--- config.mk ---
export PLATFORM = sky130hd
export DESIGN_NAME = i2s_tx_serializer
export DESIGN_NICKNAME = d
export VERILOG_FILES = /design/src/rtl/i2s_tx_serializer_pkg.sv /design/src/rtl/i2s_tx_serializer.sv
export SDC_FILE = /design/constraint.sdc
export NUM_CORES = 1
export LEC_CHECK = 0
export CORE_UTILIZATION = 35
export DETAILED_ROUTE_END_ITERATION = 6
export DONT_BUFFER_PORTS = 1
export PLACE_DENSITY = 0.49
export SLEW_MARGIN = 20
export SYNTH_ARGS = -nofsm -noshare
export SYNTH_HDL_FRONTEND = slang
export SYNTH_SLANG_ARGS = --single-unit
export TNS_END_PERCENT = 50
--- constraint.sdc ---
create_clock -name bclk -period 1.55 [get_ports bclk]
set_clock_uncertainty 0.05 [all_clocks]
set_input_delay 0.155 -clock bclk [delete_from_list [all_inputs] [get_ports bclk]]
set_output_delay 0.155 -clock bclk [all_outputs]
set_load 0.1 [all_outputs]
--- src/rtl/i2s_tx_serializer_pkg.sv ---
// Shared I2S framing constants and FSM encoding for the codec transmit/receive paths.
// Slot/frame geometry is fixed by the codec: 64 bclk per lrclk frame, two 32-bit slots.
package i2s_tx_serializer_pkg;

    localparam int I2S_SLOT_BITS  = 32;
    localparam int BCLK_PER_FRAME = 64;
    localparam int CNT_W          = 5;

    typedef enum logic [1:0] {
        ST_SYNC  = 2'd0,
        ST_LEFT  = 2'd1,
        ST_RIGHT = 2'd2
    } i2s_state_t;

endpackage

--- src/rtl/i2s_tx_serializer.sv ---
// I2S DAC serializer: one-pair holding buffer feeding an MSB-first shifter, slaved to bclk/lrclk.
// Latency: MSB driven on the posedge detecting the lrclk edge; accepts when the buffer is empty.
module i2s_tx_serializer
    import i2s_tx_serializer_pkg::*;
#(
    parameter int BITSIZE = 16
) (
    input  logic               bclk,
    input  logic               resetn,
    input  logic               enable,
    input  logic               lrclk,
    input  logic [BITSIZE-1:0] in_left,
    input  logic [BITSIZE-1:0] in_right,
    input  logic               in_valid,
    output logic               in_ready,
    output logic               dacdat,
    output logic               underrun,
    output logic               frame_start
);

    generate
        if (!(BITSIZE == 16 || BITSIZE == 24)) begin : g_bad_bitsize
            $error("i2s_tx_serializer: BITSIZE must be 16 or 24");
        end
        if (2 * I2S_SLOT_BITS != BCLK_PER_FRAME) begin : g_bad_frame
            $error("i2s_tx_serializer: frame must hold exactly two slots");
        end
    endgenerate

    localparam logic [CNT_W-1:0] CNT_MAX = CNT_W'(BITSIZE);

    i2s_state_t         state_q, state_d;
    logic               lr_q;
    logic               fall, rise, accept;

    logic               buf_full_q, buf_full_d;
    logic [BITSIZE-1:0] buf_l_q, buf_l_d;
    logic [BITSIZE-1:0] buf_r_q, buf_r_d;
    logic [BITSIZE-1:0] right_q, right_d;
    logic [BITSIZE-1:0] shift_q, shift_d;
    logic [CNT_W-1:0]   cnt_q, cnt_d;

    logic               bit_d;
    logic               dacdat_d, underrun_d, frame_start_d;

    assign fall     = lr_q & ~lrclk;
    assign rise     = ~lr_q & lrclk;
    assign in_ready = ~buf_full_q;
    assign accept   = in_valid & ~buf_full_q;

    always_ff @(posedge bclk or negedge resetn) begin
        if (!resetn) begin
            state_q <= ST_SYNC;
        end else begin
            state_q <= state_d;
        end
    end

    always_comb begin
        state_d       = state_q;
        buf_full_d    = buf_full_q;
        buf_l_d       = buf_l_q;
        buf_r_d       = buf_r_q;
        right_d       = right_q;
        shift_d       = shift_q;
        cnt_d         = cnt_q;
        bit_d         = 1'b0;
        underrun_d    = 1'b0;
        frame_start_d = 1'b0;

        if (fall) begin
            state_d       = ST_LEFT;
            frame_start_d = 1'b1;
            cnt_d         = CNT_W'(1);
            if (buf_full_q) begin
                bit_d      = buf_l_q[BITSIZE-1];
                shift_d    = {buf_l_q[BITSIZE-2:0], 1'b0};
                right_d    = buf_r_q;
                buf_full_d = 1'b0;
            end else begin
                shift_d    = '0;
                right_d    = '0;
                underrun_d = 1'b1;
            end
        end else if (rise && state_q != ST_SYNC) begin
            state_d = ST_RIGHT;
            bit_d   = right_q[BITSIZE-1];
            shift_d = {right_q[BITSIZE-2:0], 1'b0};
            cnt_d   = CNT_W'(1);
        end else if (cnt_q < CNT_MAX) begin
            bit_d   = shift_q[BITSIZE-1];
            shift_d = {shift_q[BITSIZE-2:0], 1'b0};
            cnt_d   = cnt_q + CNT_W'(1);
        end

        // A pair accepted on the same cycle as a fall is held for the next frame.
        if (accept) begin
            buf_full_d = 1'b1;
            buf_l_d    = in_left;
            buf_r_d    = in_right;
        end

        dacdat_d = enable & (state_d != ST_SYNC) & bit_d;
    end

    always_ff @(posedge bclk or negedge resetn) begin
        if (!resetn) begin
            lr_q        <= 1'b1;
            buf_full_q  <= 1'b0;
            buf_l_q     <= '0;
            buf_r_q     <= '0;
            right_q     <= '0;
            shift_q     <= '0;
            cnt_q       <= '0;
            dacdat      <= 1'b0;
            underrun    <= 1'b0;
            frame_start <= 1'b0;
        end else begin
            lr_q        <= lrclk;
            buf_full_q  <= buf_full_d;
            buf_l_q     <= buf_l_d;
            buf_r_q     <= buf_r_d;
            right_q     <= right_d;
            shift_q     <= shift_d;
            cnt_q       <= cnt_d;
            dacdat      <= dacdat_d;
            underrun    <= underrun_d;
            frame_start <= frame_start_d;
        end
    end

endmodule
==> results of run 1 <==
-- placed cells by master (no fill, tap or decap), types with 2 or more instances in the layout --
cell type	Yosys	routed
sky130_fd_sc_hd__dfrtp_1	74	72
sky130_fd_sc_hd__buf_12	0	3
sky130_fd_sc_hd__dfrtp_2	0	2
sky130_fd_sc_hd__dlygate4sd3_1	0	34
sky130_fd_sc_hd__o211ai_1	2	2
sky130_fd_sc_hd__xor2_1	2	2
sky130_fd_sc_hd__a21oi_1	15	14
sky130_fd_sc_hd__mux2i_1	2	2
sky130_fd_sc_hd__buf_4	1	17
sky130_fd_sc_hd__nor2b_1	3	2
sky130_fd_sc_hd__a222oi_1	14	14
sky130_fd_sc_hd__clkbuf_8	0	9
sky130_fd_sc_hd__mux2_2	32	32
sky130_fd_sc_hd__nor2_1	23	22
sky130_fd_sc_hd__nor2b_4	1	2
sky130_fd_sc_hd__nand2_1	46	46
sky130_fd_sc_hd__o21ai_0	29	25
sky130_fd_sc_hd__bufinv_16	0	2
sky130_fd_sc_hd__inv_6	0	3
sky130_fd_sc_hd__nand3_1	17	17
sky130_fd_sc_hd__o21ai_1	1	5
-- power by group through the flow --
stage	Sequential (mW)	Combinational (mW)	Clock (mW)
finish	3.02	1.33	1.72
global route	3.11	1.50	1.84
CTS	3.02	1.33	1.76
detailed placement	3.05	1.26	0
global placement	3.05	1.23	0
floorplan	2.93	1.01	0
-- worst max-delay path by stage --
stage	from	to	cells past startpoint
after CTS	lr_q	shift_q[8]	4
final	lr_q	shift_q[9]	4
after floorplan	lr_q	shift_q[6]	5
after global routing	lr_q	shift_q[5]	4
after global placement	lr_q	shift_q[10]	4
after detailed placement	lr_q	shift_q[9]	4
-- through the flow --
| step | power [mW] | setup WS (ns) | hold WS (ns) | instances |
|---|---|---|---|---|
| global route | 6.45 | -0.0442 | -0.587 | 456 |
| global placement | 4.28 | 0.0547 | -0.187 | 402 |
| CTS | 6.12 | 0.0270 | -0.580 | 452 |
| finish | 6.06 | 0.0689 | -0.565 | 456 |
| floorplan | 3.94 | 0.0168 | -0.191 | 299 |
| detailed placement | 4.31 | 0.0330 | -0.187 | 402 |
-- kinds of logic (layout without fill, tap and decap cells) --
family | after synthesis | after routing | share of synthesized area
mux | 34 | 34 | 0.116
simple gates | 94 | 94 | 0.127
flops | 75 | 75 | 0.575
compound gates | 65 | 65 | 0.126
fa+ha+maj | 2 | 2 | 0.00689
buf+inv | 26 | 75 | 0.0410
xor+xnor | 3 | 3 | 0.00804
-- layer usage --
metal  vias up  GRT usage
li1       1140          -
met1      1075      0.220
met2        49      0.230
met3         2     0.0397
met4         0     0.0551
met5         -          0
-- flip-flops by register name (all words and copies together), names as in the netlist --
signal       count
buf_full_q       1
buf_l_q         16
buf_r_q         16
cnt_q            5
dacdat           1
frame_start      1
lr_q             1
right_q         16
shift_q         15
state_q          2
underrun         1
-- timing repair --
| action | CTS | global route |
|---|---|---|
| resized for setup | 0 | 12 |
| setup endpoints to repair | 0 | 20 |
| setup buffers | 0 | 4 |
| endpoints found under the hold margin | 124 | 75 |
-- synth_stat cells (all sizes together) (3+ instances only) --
| library cell | n | area, sq um |
|---|---|---|
| a222oi | 14 | 140 |
| dfrtp | 74 | 1850 |
| a21oi | 15 | 75.1 |
| clkbuf | 6 | 22.5 |
| o21ai | 31 | 159 |
| mux2 | 32 | 360 |
| nor2 | 24 | 97.6 |
| nor2b | 4 | 32.5 |
| inv | 3 | 11.3 |
| nand2 | 46 | 173 |
| nand3 | 17 | 85.1 |
| buf | 17 | 100 |
-- final cells by class --
cell class	count	area, sq um	area share
inverters	3	17.5	0.00429
repair buffers	56	554	0.136
clock buffers	10	128	0.0313
well taps	108	135	0.0331
multi-input cells	198	1270	0.311
flip-flops and latches	75	1880	0.461
clock inverters	6	96.3	0.0236
==> flow_summary.rst, run 1 <==
.. list-table::
   :header-rows: 1

   * - Metric
     - Value
   * - Final worst-path cycle share
     - 0.956
   * - Sink count of the clock tree
     - 75
   * - Clock root buffer
     - sky130_fd_sc_hd__clkbuf_8
   * - Crit. End Element
     - register
   * - Share of final-layout standard cells stronger than drive strength 1
     - 0.233
   * - Worst min path class
     - in -> async
   * - Net switching power figure
     - 1.83 mW
   * - Run status
     - complete, but fails checks
   * - Highest Clock Rate
     - 675 MHz
   * - Worst r2r path cells
     - 4
   * - Number of buffers added by the clock tree synthesis step
     - 9
   * - Ys Warns
     - 0
   * - Initial drt markers
     - 142
   * - Slew at the pin with the worst max-slew slack
     - 0.656 ns
   * - Die Area
     - 9730 sq um
   * - Uppermost metal layer occupied by signal nets
     - met4
   * - Critical path required time
     - 1.74 ns
   * - Switching power as a share of total power
     - 0.302
   * - Max transition margin
     - 0.558
   * - Setup repair after global routing missed its margin
     - true
   * - Cell-by-cell trace of the critical path
     - buf_8 > o21ai_0 > a222oi_1 > a21oi_1
   * - Number of antenna violations at the first check in global routing
     - 0
   * - Number of rows in the core area
     - 34
   * - Accumulated negative setup slack
     - 0 ns
   * - IO Port Bufs
     - 0
   * - RD Place Congestion
     - 0.742
   * - TritonCTS clock tree
     - yes
   * - Combinational group share of total power
     - 0.220
   * - Gr ovfl total
     - 0
   * - Design area
     - 4080 sq um
   * - Worst IR Drop VDD
     - 0.000793 V
   * - Sequential cell fraction of total power
     - 0.497
   * - Internal power component
     - 4.23 mW
   * - Die Y
     - 98.6 um
   * - Number of enable flip-flop cells after synthesis
     - 0
   * - Distinct cells, synth
     - 32
   * - Maximum level of the CTS H-tree
     - 3
   * - Filler cell count in the final layout
     - 833
   * - Flop2flop setup slack
     - 0.07 ns
   * - Clock Tree Buf Depth
     - 2
   * - Arrival time at the worst endpoint
     - 1.67 ns
   * - DR pass1 iterations
     - 5
   * - Hold slack
     - -0.565 ns
   * - Insertion delay of the later-clocked pin in the worst-skew pair
     - 0.35 ns
   * - Post-route core utilization
     - 0.459
   * - R2r startpoint
     - lr_q
   * - Number of buffers and inverters on the critical path
     - 1
   * - Fraction of synthesis flops using an asynchronous set or reset pin
     - 1.00
   * - Layout area overhead
     - 24.9%
   * - Maximum single-stage delay on the critical path
     - 0.66 ns
   * - Total routed wirelength
     - 6.78 mm
   * - Number of global-route vias before repair
     - 2328
   * - Detailed-routing wirelength on met1
     - 3.41 mm
   * - Worst setup path class
     - reg -> reg
   * - Total power per unit cell area
     - 1490 nW/um^2
   * - MaxCap Viol Count
     - 0
   * - Slowest cell on the critical path
     - sky130_fd_sc_hd__dfstp_2
   * - Starting Density
     - 0.368
   * - Cts hold-fix bufs
     - 34
   * - Fin crit period
     - 1.48 ns
   * - Final HPWL from detailed placement
     - 4.34 mm
   * - Worst reg2reg endpoint
     - shift_q[9]
   * - Number of nets with antenna violations after routing
     - 0
   * - Final net count
     - 381
   * - Family with the most delay on the worst path
     - flip-flops
   * - Sum of met3 wire segment lengths after detailed routing
     - 245 um
   * - Placement-stage cell area
     - 3470 sq um
   * - Final routed wire length divided by cell count
     - 14.9 um
   * - Main flop type after synthesis
     - sky130_fd_sc_hd__dfrtp_1
   * - Final number of max-transition violations
     - 0
   * - Vias per Instance
     - 4.97
   * - Maximum fanout along the worst path
     - 19
   * - DRC
     - 0
   * - Violations in the final reports
     - hold timing
   * - First-pass GRT wire length
     - 11.7 mm
   * - Clock network fraction of total power
     - 0.283
   * - Floorplan Core Area
     - 8890 sq um
   * - Leakage power of the design
     - 1.82 nW
   * - Register bit total from synthesis
     - 75
   * - Boundary Pins
     - 41
   * - Maximum number of pins on one net before global-route repair
     - 76
   * - Final-report setup violation count
     - 0
   * - Die width
     - 98.6 um
   * - Amount of wire on met2 after detailed routing
     - 3.08 mm
   * - Mapped Cells
     - 299
   * - Mean area per synthesized cell
     - 10.9 sq um
   * - Netlist area before placement
     - 3270 sq um
   * - Fin. Hold Viols
     - 75
   * - Total inserted antenna cells
     - 0
   * - CP Launch Type
     - register
   * - Share of the yosys chip area belonging to registers
     - 0.575
   * - Syn nets
     - 337
   * - Clock-pin slew on the worst setup and hold paths
     - 0.09 ns
   * - Count of vias placed by the detailed router
     - 2266
   * - GRT Total Usage
     - 0.155
Power figures use the tool's default switching activity.
==> run 2, diff against run 1 <==
- CORE_MARGIN: default -> 2
- CORE_UTILIZATION: 35 -> 33
- PLACE_DENSITY: 0.49 -> 0.46
==> run 2 against run 1 <==
Compared with the run above: the run still ends with hold timing left; sequential share of layout area shrank 0.41 points; non-clock buffer count is the same; design area grew 0.83%; first-iteration DRC count grew 18%; critical endpoint is now shift_q[4]; utilization shrank 3.4 points; register-to-register slack lost 0.03 ns; fmax shrank 2.0%; global-route usage shrank 0.98 points; clock-buffer cell count grew 3; die area grew 10%.
==> flow_summary.rst, run 2 (synthesis gave the netlist of run 1 again) <==
.. list-table::
   :header-rows: 1

   * - Metric
     - Value
   * - Die Area
     - 10700 sq um (+10%)
   * - Stages on the worst setup path
     - 4 (unchanged)
   * - Leakage power of the design
     - 1.82 nW (+0.11%)
   * - Vias per Instance
     - 4.89 (-1.6%)
   * - Combined area of the multi-input logic cells
     - 1270 sq um (+0.39%)
   * - Number of buffers and inverters on the critical path
     - 1 (unchanged)
   * - Slowest cell on the critical path
     - sky130_fd_sc_hd__dfstp_2
   * - Run status
     - complete, but fails checks
   * - Total inserted antenna cells
     - 0 (unchanged)
   * - Accumulated negative setup slack
     - 0 ns (unchanged)
   * - Arrival time at the worst endpoint
     - 1.68 ns (about the same)
   * - Total routed wirelength
     - 7.49 mm (+10%)
   * - IO Port Bufs
     - 0 (unchanged)
   * - Cts hold-fix bufs
     - 34 (unchanged)
   * - Die Y
     - 104 um (+5.0%)
   * - Total area of sequential cells
     - 1880 sq um (about the same)
   * - Post-route core utilization
     - 0.425 (-0.0341)
   * - Slew at the pin with the worst max-slew slack
     - 0.651 ns (-0.00457 ns)
   * - GRT Total Usage
     - 0.145 (-0.00980)
   * - Floorplan Core Area
     - 9680 sq um (+8.9%)
   * - Largest registers
     - buf_l_q x16, buf_r_q x16, right_q x16
   * - RD Place Congestion
     - 0.730 (-1.6%)
   * - Number of nets with antenna violations after routing
     - 0 (unchanged)
   * - Max transition margin
     - 0.565 (+0.00624)
   * - Fin. Hold Viols
     - 75 (unchanged)
   * - Most frequent cells in the layout
     - sky130_fd_sc_hd__dfrtp_1 (73), sky130_fd_sc_hd__nand2_1 (46), sky130_fd_sc_hd__dlygate4sd3_1 (34)
   * - Maximum number of pins on one net before global-route repair
     - 76 (unchanged)
   * - Final number of max-transition violations
     - 0 (unchanged)
   * - Final-report setup violation count
     - 0 (unchanged)
   * - Share of final-layout standard cells stronger than drive strength 1
     - 0.231 (-0.00221)
   * - Sink count of the clock tree
     - 75 (unchanged)
   * - Final routed wire length divided by cell count
     - 15.6 um (+4.9%)
   * - Worst min path class
     - in -> async
   * - DR pass1 iterations
     - 5 (unchanged)
   * - Number of rows in the core area
     - 36 (+5.9%)
   * - Family with the most delay on the worst path
     - flip-flops
   * - Worst r2r path cells
     - 4 (unchanged)
   * - Worst reg2reg endpoint
     - shift_q[4]
   * - Setup repair after global routing missed its margin
     - true
   * - Clock Tree Buf Depth
     - 2 (unchanged)
   * - R2r startpoint
     - lr_q
   * - MaxCap Viol Count
     - 0 (unchanged)
   * - Worst setup path class
     - reg -> reg
   * - Hold slack
     - -0.546 ns (+0.0189 ns)
   * - Count of vias placed by the detailed router
     - 2347 (+3.6%)
   * - Clock root buffer
     - sky130_fd_sc_hd__clkbuf_8
   * - Highest Clock Rate
     - 661 MHz (-2.0%)
   * - Total power per unit cell area
     - 1430 nW/um^2 (-3.8%)
   * - Number of antenna violations at the first check in global routing
     - 0 (unchanged)
   * - Layout area overhead
     - 25.9%
   * - Initial drt markers
     - 167 (+18%)
   * - Fin crit period
     - 1.51 ns (+0.0309 ns)
   * - Number of buffers added by the clock tree synthesis step
     - 9 (unchanged)
   * - CP Launch Type
     - register
   * - Final HPWL from detailed placement
     - 4.54 mm (+4.5%)
   * - Violations in the final reports
     - hold timing
   * - DRC
     - 0 (unchanged)
   * - Clock-pin slew on the worst setup and hold paths
     - 0.07 ns (-0.02 ns)
   * - Critical path required time
     - 1.72 ns (-0.02 ns)
   * - Number of global-route vias before repair
     - 2400 (+3.1%)
   * - Cell-by-cell trace of the critical path
     - nor2b_4 > buf_12 > a222oi_1 > a21oi_1
   * - Most frequent standard cell in the layout excluding fill and tap cells
     - sky130_fd_sc_hd__dfrtp_1
   * - Maximum level of the CTS H-tree
     - 3 (unchanged)
   * - TritonCTS clock tree
     - yes
   * - Maximum single-stage delay on the critical path
     - 0.65 ns (about the same)
   * - Maximum fanout along the worst path
     - 14 (-5)
   * - Filler cell count in the final layout
     - 965 (+16%)
   * - Final net count
     - 381 (unchanged)
   * - Flop2flop setup slack
     - 0.04 ns (-0.03 ns)
   * - Crit. End Element
     - register
   * - Boundary Pins
     - 41 (unchanged)
   * - Gr ovfl total
     - 0 (unchanged)
   * - Starting Density
     - 0.337 (-0.0301)
   * - Die width
     - 104 um (+5.0%)
   * - Worst IR Drop VDD
     - 0.000682 V (-14%)
   * - Final worst-path cycle share
     - 0.975 (+0.0199)
   * - Insertion delay of the later-clocked pin in the worst-skew pair
     - 0.35 ns (about the same)
   * - First-pass GRT wire length
     - 12.4 mm (+5.4%)
==> run 2: changes by cell type in the layout (fill, tap and decap cells not counted), sizes merged <==
| cell | delta |
|---|---|
| inv | -2 |
| clkbuf | +4 |
| clkinvlp | -1 |
| bufinv | -1 |
| buf | -1 |
==> run 2: worst max path at each step <==
stage	start	to	slack [ns]
after floorplan	lr_q	shift_q[6]	0.02
after global placement	lr_q	shift_q[4]	0.03
after detailed placement	lr_q	shift_q[4]	0.01
after CTS	state_q[0]	shift_q[4]	0.003
after global routing	lr_q	shift_q[1]	-0.05
final	lr_q	shift_q[4]	0.04
==> run 2: worst reg2reg max path: stages, from the launching register on <==
cell and delay, ns:
sky130_fd_sc_hd__dfstp_2 0.65, sky130_fd_sc_hd__nor2b_4 0.07, sky130_fd_sc_hd__buf_12 0.15, sky130_fd_sc_hd__a222oi_1 0.35, sky130_fd_sc_hd__a21oi_1 0.12
==> run 2: metrics by stage <==
| step | area [sq um] | instances | power [mW] | worst slack, ns |
|---|---|---|---|---|
| 5_1_grt | 4120 | 480 | 6.29 | -0.0498 |
| 2_1_floorplan | 3270 | 299 | 3.94 | 0.0168 |
| 3_3_place_gp | 3510 | 425 | 4.30 | 0.0253 |
| 6_report | 4120 | 480 | 5.88 | 0.0380 |
| 3_5_place_dp | 3510 | 425 | 4.33 | 0.0143 |
| 4_1_cts | 4040 | 474 | 5.93 | 0.00289 |
==> run 2: per-layer routing <==
metal | track usage | vias to the layer above | routed length [um]
li1 | - | 1142 | -
met1 | 0.199 | 1149 | 3610
met2 | 0.218 | 47 | 3470
met3 | 0.0327 | 9 | 296
met4 | 0.0695 | 0 | 107
met5 | 0 | - | 0
==> run 2: cell type report <==
type                       count  share of cell area
clock buffer                  13              0.0386
clock inverter                 2             0.00851
inverter                       3             0.00395
multi-input combinational    198               0.310
sequential                    75               0.457
tap                          133              0.0404
timing repair buffer          56               0.142
==> run 2: power breakdown <==
part | leakage (nW) | switching [mW] | internal, mW | total (mW)
logic | 0.793 | 0.632 | 0.726 | 1.36
clock network | 0.0995 | 0.675 | 0.822 | 1.50
registers | 0.928 | 0.441 | 2.58 | 3.03
total | 1.82 | 1.75 | 4.13 | 5.88
==> run 2: repair_timing <==
| item | 4_1_cts | 5_1_grt |
|---|---|---|
| buffers inserted | 0 | 3 |
| cloned | 0 | 3 |
| pin swaps | 1 | 5 |
| resized for setup | 0 | 14 |
| hold endpoints to repair | 123 | 75 |
| endpoints found under the setup margin | 1 | 19 |
==> run 3, diff against run 2 <==
- CORE_UTILIZATION: 33 -> 56
- PLACE_DENSITY: 0.46 -> 0.72
- SETUP_SLACK_MARGIN: default -> 0.15
==> run 3 against run 2 <==
Compared with the run above: the run still ends with hold timing left; design area grew 2.5%; fmax shrank 2.4%; final cell count shrank 10%; hold slack lost 0.018 ns; register-to-register slack lost 0.04 ns.
==> flow_summary.rst, run 3 (synthesis gave the netlist of run 1 again) <==
.. list-table::
   :header-rows: 1

   * - Metric
     - Value
   * - Run status
     - complete, but fails checks
   * - Violations in the final reports
     - hold timing
   * - Insertion delay of the later-clocked pin in the worst-skew pair
     - 0.35 ns (about the same)
   * - Final-report setup violation count
     - 0 (unchanged)
   * - Worst setup path class
     - reg -> reg
   * - Clock root buffer
     - sky130_fd_sc_hd__clkbuf_8
   * - Total power per unit cell area
     - 1430 nW/um^2 (about the same)
   * - Worst min path class
     - in -> async
   * - Layout area overhead
     - 29.1%
   * - Placement-stage cell area
     - 3430 sq um (-2.2%)
   * - Vias per Instance
     - 5.71 (+17%)
   * - Hold slack
     - -0.564 ns (-0.0177 ns)
   * - Most frequent cells in the layout
     - sky130_fd_sc_hd__dfrtp_1 (71), sky130_fd_sc_hd__nand2_1 (46), sky130_fd_sc_hd__dlygate4sd3_1 (34)
   * - Maximum single-stage delay on the critical path
     - 0.63 ns (-0.02 ns)
   * - Power Total
     - 6.02 mW (+2.4%)
   * - Share of final-layout standard cells stronger than drive strength 1
     - 0.271 (+0.0404)
   * - Highest Clock Rate
     - 646 MHz (-2.4%)
   * - Largest registers
     - buf_l_q x16, buf_r_q x16, right_q x16
   * - GRT Total Usage
     - 0.231 (+0.0854)
   * - Flop2flop setup slack
     - 0.002 ns (-0.04 ns)
   * - Die width
     - 80.4 um (-22%)
   * - Crit. End Element
     - register
   * - Arrival time at the worst endpoint
     - 1.72 ns (+0.04 ns)
   * - Gr ovfl total
     - 0 (unchanged)
   * - TritonCTS clock tree
     - yes
   * - Sink count of the clock tree
     - 75 (unchanged)
   * - DR pass1 iterations
     - 5 (unchanged)
   * - Maximum level of the CTS H-tree
     - 3 (unchanged)
   * - CP Launch Type
     - register
   * - Worst-case setup margin in the final layout
     - 0.00151 ns (-0.0365 ns)
   * - Final net count
     - 391 (+2.6%)
   * - Floorplan Core Area
     - 5570 sq um (-42%)
   * - Worst IR Drop VDD
     - 0.00121 V (+77%)
   * - First-pass GRT wire length
     - 11.1 mm (-11%)
   * - Most frequent standard cell in the layout excluding fill and tap cells
     - sky130_fd_sc_hd__dfrtp_1
   * - Total inserted antenna cells
     - 0 (unchanged)
   * - Number of rows in the core area
     - 27 (-25%)
   * - Setup repair after global routing missed its margin
     - true
   * - Final routed wire length divided by cell count
     - 16.6 um (+6.3%)
   * - Clock-pin slew on the worst setup and hold paths
     - 0.08 ns (about the same)
   * - Starting Density
     - 0.586 (+0.249)
   * - Accumulated negative setup slack
     - 0 ns (unchanged)
   * - Number of nets with antenna violations after routing
     - 0 (unchanged)
   * - Die Y
     - 80.4 um (-22%)
   * - Number of buffers and inverters on the critical path
     - 2 (+1)
   * - Cell-by-cell trace of the critical path
     - buf_6 > nor2b_4 > buf_6 > a222oi_1 > a21oi_1
   * - Fin crit period
     - 1.55 ns (+0.0365 ns)
   * - IO Port Bufs
     - 0 (unchanged)
   * - Number of global-route vias before repair
     - 2300 (-4.2%)
   * - Fin. Hold Viols
     - 75 (unchanged)
   * - Critical path required time
     - 1.72 ns (about the same)
   * - Initial drt markers
     - 285 (+71%)
   * - Worst slack at placement
     - 0.0779 ns (+0.0636 ns)
   * - Clock Tree Buf Depth
     - 2 (unchanged)
   * - Cts hold-fix bufs
     - 34 (unchanged)
   * - Most frequent cell on the critical path
     - sky130_fd_sc_hd__buf_6
   * - Final number of max-transition violations
     - 0 (unchanged)
   * - Die Area
     - 6460 sq um (-40%)
   * - Post-route core utilization
     - 0.757 (+0.332)
   * - Count of vias placed by the detailed router
     - 2456 (+4.6%)
   * - Filler cell count in the final layout
     - 352 (-64%)
   * - RD Place Congestion
     - 0.836 (+15%)
   * - DRC
     - 0 (unchanged)
   * - Final worst-path cycle share
     - 0.999 (+0.0236)
   * - Maximum fanout along the worst path
     - 5 (-9)
   * - Design area
     - 4220 sq um (+2.5%)
   * - Number of antenna violations at the first check in global routing
     - 0 (unchanged)
   * - Slowest cell on the critical path
     - sky130_fd_sc_hd__dfstp_2
   * - Boundary Pins
     - 41 (unchanged)
   * - Family with the most delay on the worst path
     - flip-flops
   * - Maximum number of pins on one net before global-route repair
     - 76 (unchanged)
   * - Leakage power of the design
     - 1.94 nW (+6.5%)
   * - Final HPWL from detailed placement
     - 4.04 mm (-11%)
   * - Number of buffers added by the clock tree synthesis step
     - 9 (unchanged)
   * - Slew at the pin with the worst max-slew slack
     - 0.625 ns (-0.0258 ns)
   * - Max transition margin
     - 0.582 (+0.0172)
   * - Total routed wirelength
     - 7.13 mm (-4.8%)
   * - MaxCap Viol Count
     - 0 (unchanged)
==> run 3: changes by cell type in the layout (fill, tap and decap cells not counted), sizes merged <==
| cell | change |
|---|---|
| inv | +2 |
| clkbuf | -4 |
| clkinvlp | +1 |
| bufinv | -1 |
| buf | +11 |
| clkinv | +2 |
==> run 3: final timing paths <==
check / start / end / cells past startpoint
setup / recovery: lr_q / shift_q[2] / 5
hold reg to reg: right_q[12] / right_q[12] / 2
hold / removal: resetn / cnt_q[2] / 0
min in group bclk: lrclk / state_q[1] / 4
max in group asynchronous: resetn / lr_q / 0
setup reg to reg: lr_q / shift_q[2] / 5
==> run 3: cell type report <==
| cell class | count | area (sq um) | area share |
|---|---|---|---|
| Inverter | 3 | 26.3 | 0.00623 |
| Timing Repair Buffer | 66 | 654 | 0.155 |
| Sequential cell | 75 | 1880 | 0.446 |
| Clock buffer | 10 | 138 | 0.0326 |
| Tap cell | 72 | 90.1 | 0.0214 |
| Clock inverter | 6 | 47.5 | 0.0113 |
| Multi-Input combinational cell | 198 | 1380 | 0.327 |
==> run 3: through the flow <==
stage	hold slack, ns	instances
after floorplan	-0.191	299
after global placement	-0.188	367
after detailed placement	-0.189	367
after CTS	-0.583	422
after global routing	-0.580	430
final	-0.564	430
==> run 3: repair_timing <==
item                                    in CTS  in global routing
endpoints found under the setup margin      54                 58
cloned                                       0                  2
pin swaps                                    2                 13
hold endpoints to repair                   124                 75
buffers inserted                             5                  6
gates resized for setup                     13                 44
==> run 3: report_power, final <==
part	internal [mW]	total (mW)	leakage (nW)	switching, mW
clock network	0.638	1.40	0.0933	0.759
registers	2.58	3.04	0.926	0.452
logic	0.887	1.59	0.920	0.702
==> run 3: metal layers <==
| layer | share of wire | track usage |
|---|---|---|
| met5 | 0 | 0 |
| met4 | 0.013 | 0.0881 |
| met3 | 0.060 | 0.0618 |
| met2 | 0.49 | 0.363 |
| met1 | 0.44 | 0.307 |
==> run 3: worst reg2reg max path: cells and delay by family (launching register included) <==
family,cells,cell delay (ns)
AO/OA/AOI/OAI,2,0.45
AND/OR/NAND/NOR,1,0.04
flip-flops,1,0.63
buffers and inverters,2,0.25
